$ cat src/rtl/fpu_pkg.sv
// rtl/fpu_pkg.sv - shared FPU constants and 28-bit working mantissa field map
package fpu_pkg;

    localparam int BIAS       = 127;
    localparam int EXP_MAX    = 255;

    localparam int EXP_W      = 8;
    localparam int FRAC_W     = 23;
    localparam int MAN_W      = 24;

    localparam int IN_EXP_W   = 10;
    localparam int IN_MANT_W  = 28;
    localparam int NORM_W     = 27;
    localparam int WORK_EXP_W = 12;
    localparam int LZC_W      = 5;

    localparam int M_CARRY    = 27;
    localparam int M_HIDDEN   = 26;
    localparam int M_FRAC_HI  = 25;
    localparam int M_FRAC_LO  = 3;
    localparam int M_GUARD    = 2;
    localparam int M_ROUND    = 1;
    localparam int M_STICKY   = 0;

    // Sign-extend the biased input exponent into the wider working exponent
    // so that normalisation shifts and rounding carries cannot wrap.
    function automatic logic [WORK_EXP_W-1:0] widen_exp(input logic [IN_EXP_W-1:0] e);
        return {{(WORK_EXP_W - IN_EXP_W){e[IN_EXP_W-1]}}, e};
    endfunction

endpackage

$ cat src/rtl/fpu_lzc.sv
// rtl/fpu_lzc.sv - combinational leading-zero count of a 27-bit mantissa
import fpu_pkg::*;

module fpu_lzc (
    input  logic [NORM_W-1:0] value,
    output logic [LZC_W-1:0]  count
);

    // Scan from LSB upwards so the highest set bit wins; all-zero yields 27.
    always_comb begin
        count = 5'd27;
        for (int i = 0; i < NORM_W; i++) begin
            if (value[i]) begin
                count = 5'(NORM_W - 1 - i);
            end
        end
    end

endmodule

$ cat src/rtl/fpu_pack.sv
// rtl/fpu_pack.sv - two-stage normalise and round-to-nearest-even IEEE single packer
import fpu_pkg::*;

module fpu_pack (
    input  logic                 clk,
    input  logic                 reset,
    input  logic                 in_valid,
    output logic                 in_ready,
    input  logic                 in_sign,
    input  logic [IN_EXP_W-1:0]  in_exponent,
    input  logic [IN_MANT_W-1:0] in_mantissa,
    input  logic [1:0]           in_operator,
    output logic                 out_valid,
    input  logic                 out_ready,
    output logic [31:0]          out_result,
    output logic [1:0]           out_operator,
    output logic                 out_overflow,
    output logic                 out_underflow,
    output logic                 out_inexact
);

    // Stage 1 registers: normalised mantissa has the hidden bit at [26]
    // (zero only for a zero result) with guard/round/sticky in [2:0].
    logic                  s1_valid;
    logic                  s1_sign;
    logic [WORK_EXP_W-1:0] s1_exp;
    logic [NORM_W-1:0]     s1_mant;
    logic [1:0]            s1_op;

    logic                  s2_ready;

    logic [LZC_W-1:0]      lz_count;
    logic [WORK_EXP_W-1:0] exp_ext;
    logic [NORM_W-1:0]     norm_mant;
    logic [WORK_EXP_W-1:0] norm_exp;

    logic                  round_up;
    logic                  inexact;
    logic [MAN_W-1:0]      frac_sum;
    logic [FRAC_W-1:0]     rnd_frac;
    logic [WORK_EXP_W-1:0] rnd_exp;
    logic                  nonzero;
    logic [31:0]           pack_result;
    logic                  pack_ovf;
    logic                  pack_unf;
    logic                  pack_inx;

    assign s2_ready = !out_valid || out_ready;
    assign in_ready = !s1_valid || s2_ready;
    assign exp_ext  = widen_exp(in_exponent);

    fpu_lzc u_lzc (
        .value (in_mantissa[M_HIDDEN:0]),
        .count (lz_count)
    );

    // Normalise: fold an adder carry back down, or shift the leading one up to the hidden position.
    always_comb begin
        norm_mant = '0;
        norm_exp  = '0;
        if (in_mantissa[M_CARRY]) begin
            norm_mant = {in_mantissa[M_CARRY:2], in_mantissa[1] | in_mantissa[0]};
            norm_exp  = exp_ext + 12'd1;
        end else if (in_mantissa[M_HIDDEN:0] != '0) begin
            norm_mant = in_mantissa[M_HIDDEN:0] << lz_count;
            norm_exp  = exp_ext - {7'd0, lz_count};
        end
    end

    // Stage 1 register advances whenever stage 2 can take its current contents.
    always_ff @(posedge clk or posedge reset) begin
        if (reset) begin
            s1_valid <= 1'b0;
            s1_sign  <= 1'b0;
            s1_exp   <= '0;
            s1_mant  <= '0;
            s1_op    <= '0;
        end else if (in_ready) begin
            s1_valid <= in_valid;
            if (in_valid) begin
                s1_sign <= in_sign;
                s1_exp  <= norm_exp;
                s1_mant <= norm_mant;
                s1_op   <= in_operator;
            end
        end
    end

    // Round to nearest even on the normalised mantissa, then classify the exponent.
    always_comb begin
        nonzero  = s1_mant[M_HIDDEN];
        inexact  = s1_mant[M_GUARD] | s1_mant[M_ROUND] | s1_mant[M_STICKY];
        round_up = s1_mant[M_GUARD] &
                   (s1_mant[M_ROUND] | s1_mant[M_STICKY] | s1_mant[M_FRAC_LO]);
        frac_sum = {1'b0, s1_mant[M_FRAC_HI:M_FRAC_LO]} + {23'd0, round_up};
        rnd_frac = frac_sum[FRAC_W-1:0];
        rnd_exp  = s1_exp + {11'd0, frac_sum[FRAC_W]};

        pack_result = {s1_sign, rnd_exp[EXP_W-1:0], rnd_frac};
        pack_ovf    = 1'b0;
        pack_unf    = 1'b0;
        pack_inx    = inexact;
        if (!nonzero) begin
            pack_result = {s1_sign, 31'h0};
            pack_inx    = 1'b0;
        end else if ($signed(rnd_exp) >= 12'sd255) begin
            pack_result = {s1_sign, 8'hFF, 23'h0};
            pack_ovf    = 1'b1;
            pack_inx    = 1'b1;
        end else if ($signed(rnd_exp) <= 12'sd0) begin
            pack_result = {s1_sign, 31'h0};
            pack_unf    = 1'b1;
            pack_inx    = 1'b1;
        end
    end

    // Stage 2 / output register holds its result until the consumer takes it.
    always_ff @(posedge clk or posedge reset) begin
        if (reset) begin
            out_valid     <= 1'b0;
            out_result    <= '0;
            out_operator  <= '0;
            out_overflow  <= 1'b0;
            out_underflow <= 1'b0;
            out_inexact   <= 1'b0;
        end else if (s2_ready) begin
            out_valid <= s1_valid;
            if (s1_valid) begin
                out_result    <= pack_result;
                out_operator  <= s1_op;
                out_overflow  <= pack_ovf;
                out_underflow <= pack_unf;
                out_inexact   <= pack_inx;
            end
        end
    end

endmodule

$ cat config.mk
export PLATFORM = sky130hd
export DESIGN_NAME = fpu_pack
export DESIGN_NICKNAME = d
export VERILOG_FILES = /design/src/rtl/fpu_pkg.sv /design/src/rtl/fpu_lzc.sv /design/src/rtl/fpu_pack.sv
export SDC_FILE = /design/constraint.sdc
export NUM_CORES = 1
export LEC_CHECK = 0
export BUFFER_PORTS_ARGS = -buffer_cell sky130_fd_sc_hd__buf_2
export CORE_MARGIN = 5
export CORE_UTILIZATION = 31
export CTS_CLUSTER_SIZE = 28
export DETAILED_ROUTE_END_ITERATION = 8
export GPL_ROUTABILITY_DRIVEN = 0
export SYNTH_ARGS = -nofsm -noshare
export SYNTH_HDL_FRONTEND = slang
export SYNTH_SLANG_ARGS = --single-unit
export TNS_END_PERCENT = 50
$ cat constraint.sdc
create_clock -name clk -period 4 [get_ports clk]
set_input_delay 0.4 -clock clk [delete_from_list [all_inputs] [get_ports clk]]
set_output_delay 0.4 -clock clk [all_outputs]
set_load 0.1 [all_outputs]
==> impl_metrics.py <==
metrics = {
    "min_path": {
        "min_path_type": "primary input to flip-flop",
    },
    "pwr": {
        "max-vdd-ir-drop_uv": 208,
        "total_leakage_power_nw": 3.10,
        "power.share.clock": 0.274,
        "p_sw_frac": 0.448,
        "power_frac_seq": 0.304,
        "combPwrFrac": 0.421,
        "p_per_area_nw_per_um2": 501,
        "p_switching_mw": 1.62,
        "intPower_mw": 2.00,
    },
    "routing": {
        "vias": 6094,
        "first_pass_iters": 5,
        "highest_layer": "met4",
        "drc": 0,
        "dr.first_iter.drc_count": 737,
        "wl_met1_um": 9190,
        "route.met3.wl_um": 1570,
        "vias_per_cell": 5.52,
        "wirelength_um": 19500,
        "ant_nets": 0,
        "wl_per_cell_um": 17.6,
        "wl_met2_um": 8050,
    },
    "final_layout": {
        "syn2layout_area_growth_pct": 17.0,
        "antennaDiodeCount": 0,
        "drive_gt1_frac": 0.177,
        "final_nets": 889,
        "fill_cells": 2063,
        "final_area_um2": 7220,
    },
    "synthesis": {
        "synth_top_cell_by_area": "dfrtp_1",
        "syn_nets": 821,
        "synth_cells": 766,
        "ys_warn_count": 0,
        "synth_edf_count": 0,
        "synth-seq-area-share": 0.324,
        "ys_top_cells_by_area": "dfrtp_1 (32%), nand2_1 (6.2%), mux2i_1 (5.8%), nor2_1 (4.9%), a21oi_1 (4.6%)",
        "avgSynthCellArea_um2": 8.06,
        "synth.cell_area_um2": 6170,
        "async_reset_ff_frac": 1.00,
        "synth_flop_cell": "dfrtp_1",
        "synth_cell_types": 79,
        "ys_ff_latch": 80,
        "synth_top_area_share": 0.324,
    },
    "sta": {
        "rsz0062_at_grt": "no",
        "finalHoldViolCount": 0,
        "max_freq_ghz": 0.287,
        "tightest_slew_ns": 1.05,
        "slew-limit-headroom": 0.298,
        "finalWorstPathRequiredPeriod_ns": 3.49,
        "fin_setup_tns_ns": 0,
        "finalMaxSlewViolations": 0,
        "setup_viol": 0,
        "period_share": 0.872,
        "skew_ns": 0.00497,
    },
    "setup_path": {
        "max_stage_delay_ns": 0.38,
        "worstPathMaxFanout": 23,
        "worstSetupStartpointType": "flip-flop",
        "crit_type": "flip-flop to flip-flop",
        "arrival_ns": 3.73,
        "crit_path_top_delay_cell": "dfrtp_1",
        "crit_chain": "and2_1 -> nand3_1 -> nor2_1 -> nand4_1 -> nor4_1 -> ha_1 -> ha_1 -> nand3_1 -> nor2_1 -> xnor2_1 -> nor3_1 -> o31a_1 -> o221ai_1 -> nand4_1 -> buf_4 -> o21ai_0",
        "critPathRequiredTime_ns": 4.25,
        "worstSetupEndpointType": "flip-flop",
    },
    "global_route": {
        "grt_usage": 0.172,
        "grt_max_degree": 62,
        "grt_pass1_vias": 5744,
        "grt_overflow": 0,
        "antenna_found_initial": 0,
        "grt_pass1_wl_um": 31200,
    },
    "status": {
        "outcome": "finished clean",
    },
    "cts": {
        "ctsHoldBuffers": 0,
        "clock_latency_ns": 0.33,
        "ctsResizeCount": 0,
        "root_buffer": "clkbuf_16",
        "tritoncts": "built",
        "cts.sinks": 80,
        "cts_buffer_depth": 2,
        "post_cts_buffers": 0,
        "cts_made_buffers": 9,
        "htreeDepth": 3,
        "clk_pin_slew_worst_paths_ns": 0.06,
    },
    "floorplan": {
        "rows": 51,
        "dieWidth_um": 151,
        "core-area_um2": 19500,
        "die_y_um": 151,
        "die_area_um2": 22800,
        "ios": 84,
        "start_util": 0.316,
    },
    "placed_design": {
        "io_buffers": 83,
        "dpl_cell_area_um2": 6850,
        "hpwl_um": 14900,
    },
    "flow_run": {
        "maxCapViolCount": 0,
    },
}
[final cells by class]
class	count	area [um2]	share of cell area
Clock buffer	10	239	0.0331
Clock inverter	5	129	0.0178
Inverter	23	95.1	0.0132
Multi-Input combinational cell	617	3860	0.534
Sequential cell	80	2000	0.277
Tap cell	265	332	0.0459
Timing Repair Buffer	103	566	0.0783
[final timing paths]
| check | startpoint | slack (ns) | cells after the start | end |
|---|---|---|---|---|
| min in group asynchronous | reset | 0.28 | 2 | out_result[0] |
| worst max-delay path | s1_mant[3] | 0.51 | 16 | out_result[22] |
| worst min-delay path | in_operator[0] | 0.26 | 3 | s1_op[0] |
| worst max register to register | s1_mant[3] | 0.51 | 16 | out_result[22] |
| max in group asynchronous | reset | 2.91 | 3 | s1_mant[17] |
| worst min register to register | s1_sign | 0.46 | 2 | out_result[31] |
[worst max-delay path: cells and delay by family, from the launching register on]
| family | cells | cell delay [ns] |
|---|---|---|
| xor gates and xnor gates | 1 | 0.17 |
| adders and majority gates | 2 | 0.45 |
| and+or+nand+nor | 9 | 1.47 |
| buffers and inverters | 1 | 0.23 |
| DFF | 1 | 0.38 |
| AOI/OAI and AO/OA | 3 | 0.71 |
[per-layer routing]
layer | vias up | track usage
li1 | 2916 | -
met1 | 2816 | 0.262
met2 | 318 | 0.240
met3 | 44 | 0.0281
met4 | 0 | 0.0712
met5 | - | 0
[state kept, by name, indices dropped and copies added, names as in the netlist]
signal	count
out_result	32
s1_mant	27
s1_exp	11
out_operator	2
s1_op	2
out_inexact	1
out_overflow	1
out_underflow	1
out_valid	1
s1_sign	1
s1_valid	1
[layout by cell type (no fill, tap or decap), types with 5 or more instances in the layout]
master	netlist	layout
nand2_1	102	102
buf_2	7	83
nor2_1	81	81
dfrtp_1	80	80
a21oi_1	57	57
o21ai_0	50	50
mux2i_1	36	36
nand3_1	29	29
xnor2_1	24	24
nor3_1	20	20
buf_4	4	20
inv_1	20	19
xor2_1	18	18
a221oi_1	14	14
nand2b_1	13	13
and3_1	12	12
a31oi_1	9	9
ha_1	9	9
clkbuf_16	0	9
or3_1	8	8
o21ai_1	8	8
o22ai_1	7	7
nand4_1	7	7
mux2_2	7	7
o221ai_1	7	7
o21a_1	5	5
nor4_1	5	5
[synthesized netlist by cell type, types with 7 or more instances]
cell,n
a21oi_1,57
a31oi_1,9
ha_1,9
a221oi_1,14
dfrtp_1,80
o21ai_1,8
nor2_1,81
nand3_1,29
mux2i_1,36
clkbuf_1,30
xnor2_1,24
o221ai_1,7
o21ai_0,50
nor3_1,20
buf_2,7
and3_1,12
or3_1,8
nand2b_1,13
xor2_1,18
o22ai_1,7
nand4_1,7
mux2_2,7
nand2_1,102
inv_1,20
[power groups by stage]
stage,logic [mW],registers [mW],clock network (mW)
after global routing,1.62,1.13,1.05
after global placement,1.52,1.11,0
final,1.52,1.10,0.993
after CTS,1.52,1.10,1.02
after floorplan,0.511,1.79,0
after detailed placement,1.52,1.12,0
[kinds of logic (layout without fill, tap and decap cells)]
logic type,count (synthesis),after routing,share of synthesized area
adder cells (fa/ha/maj),10,10,0.0215
XOR/XNOR,42,42,0.0596
AO/OA/AOI/OAI,216,216,0.232
flip-flops,80,80,0.324
multiplexers,47,47,0.0784
buffers and inverters,69,141,0.0507
AND/OR/NAND/NOR,302,302,0.233
[through the flow]
stage	total power [mW]	cells	util	hold slack [ns]	setup slack, ns
final	3.62	1103	0.370	0.258	0.514
after CTS	3.64	1103	0.370	0.247	0.453
after detailed placement	2.63	1088	0.351	0.448	0.440
after global placement	2.63	1088	0.351	0.446	0.438
after floorplan	2.30	766	-	0.439	0.529
after global routing	3.79	1103	0.370	0.263	0.0831
Power figures use the tool's default switching activity.
